[src/rtl/sprite_writer.sv]
// sprite_writer: walks a sprite row-major, fetches each pixel from a
// synchronous sprite ROM and issues one program write per visible pixel
// towards the SRAM controller. Transparent-key pixels and pixels that land
// at or beyond SCREEN_W/SCREEN_H are skipped.
//
// Optional feature: define SPRITE_HFLIP_EN to add the hflip input, which
// mirrors the ROM column order while keeping screen placement unchanged.
//
// Ports:
//   clk, reset_n          clock, asynchronous active-low reset
//   start                 one-cycle draw request, honoured only when idle
//   sprite_x, sprite_y    screen position of sprite pixel (0,0)
//   sprite_w, sprite_h    sprite size in pixels (0 finishes immediately)
//   rom_base              ROM address of sprite pixel (0,0)
//   rom_addr / rom_data   sprite ROM port; data valid one cycle after address
//   program_x/_y/_data    write position and RGB565 colour
//   program_write         write request, held until program_ready
//   program_ready         controller accepts the write this cycle
//   hflip                 (SPRITE_HFLIP_EN only) mirror sprite horizontally
//   busy                  draw in progress
//   done                  one-cycle pulse when the sprite is finished
module sprite_writer #(
  parameter int unsigned SIZE_W      = 6,
  parameter int unsigned ROM_AW      = 16,
  parameter int unsigned SCREEN_W    = 640,
  parameter int unsigned SCREEN_H    = 480,
  parameter logic [15:0] TRANSPARENT = 16'hF81F
) (
  input  logic              clk,
  input  logic              reset_n,
  input  logic              start,
  input  logic [9:0]        sprite_x,
  input  logic [9:0]        sprite_y,
  input  logic [SIZE_W-1:0] sprite_w,
  input  logic [SIZE_W-1:0] sprite_h,
  input  logic [ROM_AW-1:0] rom_base,
  output logic [ROM_AW-1:0] rom_addr,
  input  logic [15:0]       rom_data,
  output logic [9:0]        program_x,
  output logic [9:0]        program_y,
  output logic [15:0]       program_data,
  output logic              program_write,
  input  logic              program_ready,
`ifdef SPRITE_HFLIP_EN
  input  logic              hflip,
`endif
  output logic              busy,
  output logic              done
);

  typedef enum logic [2:0] {IDLE, ADDR, DATA, WRITE, DONE} state_t;
  state_t state, state_n;

  logic [9:0]        x_q, y_q;
  logic [SIZE_W-1:0] w_q, h_q, col, row;
  logic [ROM_AW-1:0] rowptr;

  logic [10:0]       sx, sy;
  logic              skip, last_col, last_row, fin, zero_size, advance;
  logic [SIZE_W-1:0] adv_col, adv_rom_col, start_rom_col;
  logic [ROM_AW-1:0] adv_rowptr, adv_addr;

`ifdef SPRITE_HFLIP_EN
  logic flip_q;
`endif

  // Pixel evaluation, 11-bit sums so a position past column/row 1023 cannot
  // wrap back onto the visible screen.
  always_comb begin
    sx        = {1'b0, x_q} + 11'(col);
    sy        = {1'b0, y_q} + 11'(row);
    skip      = (rom_data == TRANSPARENT) || (sx >= 11'(SCREEN_W)) ||
                (sy >= 11'(SCREEN_H));
    last_col  = (col == w_q - SIZE_W'(1));
    last_row  = (row == h_q - SIZE_W'(1));
    fin       = last_col && last_row;
    zero_size = (sprite_w == '0) || (sprite_h == '0);
    advance   = ((state == DATA) && skip) || ((state == WRITE) && program_ready);
  end

  // Address of the next pixel, formed while leaving the current one so that
  // rom_addr is already stable throughout ADDR and the ROM returns data in DATA.
  always_comb begin
    adv_col    = last_col ? '0 : col + SIZE_W'(1);
    adv_rowptr = last_col ? rowptr + ROM_AW'(w_q) : rowptr;
`ifdef SPRITE_HFLIP_EN
    adv_rom_col   = flip_q ? w_q - SIZE_W'(1) - adv_col : adv_col;
    start_rom_col = hflip ? sprite_w - SIZE_W'(1) : '0;
`else
    adv_rom_col   = adv_col;
    start_rom_col = '0;
`endif
    adv_addr = adv_rowptr + ROM_AW'(adv_rom_col);
  end

  always_ff @(posedge clk or negedge reset_n) begin
    if (!reset_n) state <= IDLE;
    else          state <= state_n;
  end

  always_comb begin
    state_n = state;
    case (state)
      IDLE:    if (start) state_n = zero_size ? DONE : ADDR;
      ADDR:    state_n = DATA;
      DATA:    if (skip) state_n = fin ? DONE : ADDR;
               else      state_n = WRITE;
      WRITE:   if (program_ready) state_n = fin ? DONE : ADDR;
      DONE:    state_n = IDLE;
      default: state_n = IDLE;
    endcase
  end

  always_ff @(posedge clk or negedge reset_n) begin
    if (!reset_n) begin
      rom_addr      <= '0;
      program_x     <= '0;
      program_y     <= '0;
      program_data  <= '0;
      program_write <= 1'b0;
      busy          <= 1'b0;
      done          <= 1'b0;
      x_q           <= '0;
      y_q           <= '0;
      w_q           <= '0;
      h_q           <= '0;
      col           <= '0;
      row           <= '0;
      rowptr        <= '0;
`ifdef SPRITE_HFLIP_EN
      flip_q        <= 1'b0;
`endif
    end else begin
      // DONE is only ever entered for one cycle, so these track the state.
      done <= (state_n == DONE);
      busy <= (state_n == ADDR) || (state_n == DATA) || (state_n == WRITE);

      if ((state == IDLE) && start) begin
        x_q      <= sprite_x;
        y_q      <= sprite_y;
        w_q      <= sprite_w;
        h_q      <= sprite_h;
        col      <= '0;
        row      <= '0;
        rowptr   <= rom_base;
        rom_addr <= rom_base + ROM_AW'(start_rom_col);
`ifdef SPRITE_HFLIP_EN
        flip_q   <= hflip;
`endif
      end

      if ((state == DATA) && !skip) begin
        program_x     <= sx[9:0];
        program_y     <= sy[9:0];
        program_data  <= rom_data;
        program_write <= 1'b1;
      end

      if ((state == WRITE) && program_ready) program_write <= 1'b0;

      if (advance) begin
        col    <= adv_col;
        rowptr <= adv_rowptr;
        if (last_col) row <= row + SIZE_W'(1);
        if (!fin) rom_addr <= adv_addr;
      end
    end
  end

endmodule

[config.mk]
export PLATFORM = sky130hd
export DESIGN_NAME = sprite_writer
export DESIGN_NICKNAME = d
export VERILOG_FILES = /design/src/rtl/sprite_writer.sv
export SDC_FILE = /design/constraint.sdc
export NUM_CORES = 1
export LEC_CHECK = 0
export CAP_MARGIN = 0
export CORE_ASPECT_RATIO = 2
export CORE_MARGIN = 3
export CORE_UTILIZATION = 48
export CTS_CLUSTER_SIZE = 40
export DETAILED_ROUTE_END_ITERATION = 16
export HOLD_SLACK_MARGIN = 0.02
export PLACE_DENSITY = 0.74
export SLEW_MARGIN = 20
export SYNTH_ARGS = -nofsm -noshare
export SYNTH_HDL_FRONTEND = slang
export SYNTH_SLANG_ARGS = --single-unit
[constraint.sdc]
create_clock -name clk -period 12.65 [get_ports clk]
set_clock_uncertainty 0.15 [all_clocks]
set_input_delay 1.265 -clock clk [delete_from_list [all_inputs] [get_ports clk]]
set_output_delay 1.265 -clock clk [all_outputs]
set_load 0.05 [all_outputs]
==> results by stage <==
Run status:
- The flow ran to the end, and the final reports show no timing, DRC or antenna violations.

Clocking:
- The tree built by TritonCTS fans out to 118 sinks.
- After clock tree synthesis, the clock-pin slew on the worst setup and hold paths is 0.06 ns.
- The TritonCTS clock tree is done.
- The root buffer cell chosen for the clock tree is sky130_fd_sc_hd__clkbuf_16.
- The number of buffers inserted by hold repair at cts is 0.
- The worst-case clock buffer depth is 2.
- After clock tree synthesis, the setup repair step added 0 buffers.
- The total number of H-tree levels is 4.
- The clock network latency to the later pin of the worst-skew pair is 0.41 ns.
- In this run, post-CTS repair resized a total of 0 instances.
- In this run, CTS created clock tree buffers numbering 17.

Power and ir drop:
- The highest ir drop seen on vdd is 149.2 uV.
- The power per cell area is 295.7 nW/um^2.
- The leakage power is 3.953 nW.

Layout:
- The multi-input combinational cells in the finished layout cover a total of 3933 sq um.
- In the layout the commonest cells are 136 x sky130_fd_sc_hd__nand2_1, 121 x sky130_fd_sc_hd__clkdlybuf4s50_1, 118 x sky130_fd_sc_hd__dfrtp_1.
- The fraction of final layout cells sized beyond drive strength 1 is 7.933%.
- The final standard cell area without fillers is 9123 sq um.
- After filler insertion, the fill cell instance count of the layout stands at 1252.
- The number of nets in the layout is 982.
- The register area is 2953 sq um.
- The repair_antennas step left the layout with diodes totalling 0.
- The count of non-filler cells in the finished layout is 1087.
- Leaving out fill and tap cells, the most frequent cell in the layout is sky130_fd_sc_hd__nand2_1.
- The area added between synthesis and finish is 28.36%.

GRT:
- The number of antenna violations at the first check in global routing is 0.
- The total overflow left after global routing is 0.
- Entering global routing, the biggest net connects 76 pins.
- The first global-routing pass estimated 30820 um of wire.
- The via count of the first global-routing pass is 6243.
- The overall track demand over capacity in global routing is 23.69%.

Timing:
- At the pin with the least slew margin, the transition time is 0.9906 ns.
- In the finished design, the share of the clock period the worst path needs comes to 38.72%.
- The clock period could shrink to 4.898 ns.
- The worst hold margin is 0.3303 ns.
- Setup repair after global routing left no endpoint under its margin.
- The post-route setup TNS is 0 ns.
- The max-slew violation count was 0.
- The count of final setup violators is 0.
- The hold violation count in the final report is 0.
- The achievable clock frequency is 0.2041 GHz.
- The post-route worst setup slack is 7.752 ns.
- The worst slew slack as a fraction of its limit is 33.96%.

Route:
- The via-per-instance ratio is 5.671.
- The total via count in the routed design is 6164.
- After detailed routing, the wire length on met1 is 6896 um.
- Dividing the detail-routed wire length by the instance count gives 16.98 um.
- Signal routing reaches up to met4.
- After the first detailed-routing iteration, the DRC count stood at 332.
- The final routed wirelength across all metal layers is 18450 um.
- In the routed design, unresolved DRC markers number 0.
- Before antenna repair, the detailed router went through 4 iterations.
- Detailed routing placed a total of 825 um of wire on met3.
- The detail route stage leaves a number of antenna-violating nets equal to 0.
- The routed design uses 10400 um of met2 wire.

Setup path:
- At the worst endpoint, the required time is 12.80 ns.
- In this run the worst setup path terminates at rom_addr[15]$_DFF_PN0_.
- The critical-path cell with the highest stage delay is sky130_fd_sc_hd__or4_1.
- The critical path depth in cells is 17.
- The source of the critical timing path is w_q[0]$_DFFE_PN0P_.
- The number of cells traversed by the worst register-to-register path is 17.
- The largest single stage delay on the critical path is 0.54 ns.
- The signal on the critical path passes through inv_1, ha_1, nor2b_1, or3_4, a31oi_2, nand2_1, mux2i_1, inv_1, ha_1, a21o_1, a21oi_1, o21bai_1, a21oi_1, nor2b_1, o2111ai_1, or4_1, a31o_1.
- Broken down by cell family, the worst path's largest delay share belongs to simple AND/OR/NAND/NOR gates.
- The setup slack on the worst flop-to-flop path is 7.75 ns.
- STA classifies the critical path endpoint as a flop.
- The largest driver fanout on the critical path is 18.
- The kind of launch point of the worst setup path is a flop.
- The critical path is of the flop to flop type.
- The beginning of the worst register-to-register path is w_q[0]$_DFFE_PN0P_.
- The critical path arrival is 5.05 ns.
- The buffering stage count on the worst path with inverters included is 2.
- The endpoint of the most critical register-to-register path is rom_addr[15]$_DFF_PN0_.

Die:
- The number of cell rows is 62.
- The die covers 16390 sq um.
- The floorplan step set the die width to 92.04 um.
- 123 I/O pins were placed.
- The core box area is 14430 sq um.
- The floorplan step set the die height to 178.1 um.
- The initial utilization of the core area, before any placement, comes to 49.25%.

Yosys:
- The gate count after technology mapping is 767.
- After synthesis, the netlist uses 71 different library cells.
- The sequential area share after synthesis is 41.55%.
- The number of synthesized flops with an enable pin is 0.
- In the synthesized netlist the async set-or-reset flop fraction comes to 100.0%.
- Counting flops and latches in the post-synthesis netlist gives 118.
- In the synthesized netlist the dominant register cell turns out to be sky130_fd_sc_hd__dfrtp_1.
- The synthesized netlist occupies a cell area of 7107 sq um.
- The net count of the mapped netlist is 867.
- The synthesized area per cell is 9.266 sq um.
- The number of synthesis warnings is 0.

Placement:
- The sum of net half-perimeters after detailed placement is 13550 um.
- The number of placed instances with taps included is 1055.
- The worst setup slack after placement is 7.764 ns.
- The congestion estimate from routability-driven global placement came to 0.9057.
- The total cell area at the placement stage is 8491 sq um.
- The count of buffers added on input and output ports is 122.

Worst hold path:
- The path type of the worst min-delay path is flop to flop.

Flow run:
- The count of max-cap constraint violations is 0.
[tightest hold or removal path: stages (launching register included)]
cell and delay, ns:
sky130_fd_sc_hd__dfrtp_1 0.34, sky130_fd_sc_hd__nand2_1 0.05, sky130_fd_sc_hd__nand2_1 0.05
[cells by family (layout without fill, tap and decap cells)]
family                   count (synthesis)  in the layout  synth area share, %
AND/OR/NAND/NOR                        275            275                18.40
XOR/XNOR                                48             48                5.916
flip-flops                             118            118                41.55
AO/OA/AOI/OAI                          191            191                17.98
multiplexers                            44             44                6.849
buffers and inverters                   59            187                3.257
adder cells (fa/ha/maj)                 32             32                6.056
[routing by layer]
metal	up-vias	track usage, %
li1	2967	-
met1	3006	25.44
met2	166	45.51
met3	25	4.897
met4	0	7.568
met5	-	0
[report_power, final]
part           total, mW  switching [mW]  leakage [nW]  internal [mW]
combinational       1.47           0.900          2.20          0.570
clock              0.516           0.176         0.302          0.340
sequential         0.711           0.160          1.45          0.551
[registers in the layout, indices dropped and copies added, names as in the netlist]
register       cells
done               1
rom_addr          16
row                6
rowptr            16
x_q               10
program_y         10
y_q               10
program_x         10
program_write      1
busy               1
h_q                6
w_q                6
col                6
program_data      16
state              3
[per-stage QoR]
step	power [mW]	util, %
2_1_floorplan	1.754	-
3_3_place_gp	2.160	58.85
3_5_place_dp	2.180	58.85
4_1_cts	2.712	63.22
5_1_grt	2.888	63.22
6_report	2.697	63.22
[cells in the mapped netlist (4+ instances only)]
library cell,instances,area (sq um)
sky130_fd_sc_hd__a21o_1,12,90.09
sky130_fd_sc_hd__or4_1,4,30.03
sky130_fd_sc_hd__dfrtp_1,118,2953
sky130_fd_sc_hd__a31o_2,7,61.31
sky130_fd_sc_hd__mux2_1,28,315.3
sky130_fd_sc_hd__nor4_1,7,43.79
sky130_fd_sc_hd__xnor2_1,34,297.8
sky130_fd_sc_hd__clkbuf_1,25,93.84
sky130_fd_sc_hd__o21ai_0,39,195.2
sky130_fd_sc_hd__o21a_1,9,67.56
sky130_fd_sc_hd__buf_2,5,25.02
sky130_fd_sc_hd__nand4_1,5,31.28
sky130_fd_sc_hd__o211ai_1,12,90.09
sky130_fd_sc_hd__inv_1,27,101.4
sky130_fd_sc_hd__a21oi_1,43,215.2
sky130_fd_sc_hd__a31oi_1,5,31.28
sky130_fd_sc_hd__nor2b_1,6,37.54
sky130_fd_sc_hd__and3_1,7,43.79
sky130_fd_sc_hd__a211oi_1,20,150.1
sky130_fd_sc_hd__ha_1,28,350.3
sky130_fd_sc_hd__xor2_1,14,122.6
sky130_fd_sc_hd__nor2_1,37,138.9
sky130_fd_sc_hd__nand2b_1,6,37.54
sky130_fd_sc_hd__and2_1,12,75.07
sky130_fd_sc_hd__mux2_2,9,101.4
sky130_fd_sc_hd__nor3_1,11,55.05
sky130_fd_sc_hd__nand3_1,20,100.1
sky130_fd_sc_hd__o31ai_1,5,37.54
sky130_fd_sc_hd__nand2_1,136,510.5
sky130_fd_sc_hd__mux2i_1,7,70.07
sky130_fd_sc_hd__o21bai_1,5,37.54
sky130_fd_sc_hd__fa_1,4,80.08
[worst min-delay path by stage]
stage | start | to | slack (ns) | cells after the start
floorplan | x_q[0]$_DFFE_PN0P_ | x_q[0]$_DFFE_PN0P_ | 0.30 | 2
global placement | x_q[5]$_DFFE_PN0P_ | x_q[5]$_DFFE_PN0P_ | 0.32 | 2
detailed placement | y_q[3]$_DFFE_PN0P_ | y_q[3]$_DFFE_PN0P_ | 0.32 | 2
CTS | y_q[3]$_DFFE_PN0P_ | y_q[3]$_DFFE_PN0P_ | 0.33 | 2
global route | program_data[12]$_DFFE_PN0P_ | program_data[12]$_DFFE_PN0P_ | 0.36 | 1
finish | y_q[3]$_DFFE_PN0P_ | y_q[3]$_DFFE_PN0P_ | 0.33 | 2
[layout make-up]
| type | instances | area share, % |
|---|---|---|
| Clock buffer | 20 | 5.006 |
| Clock inverter | 12 | 1.920 |
| Inverter | 27 | 1.111 |
| Multi-Input combinational cell | 590 | 43.11 |
| Sequential cell | 118 | 32.37 |
| Tap cell | 192 | 2.633 |
| Timing Repair Buffer | 128 | 13.85 |
(Power assumes the default switching activity.)
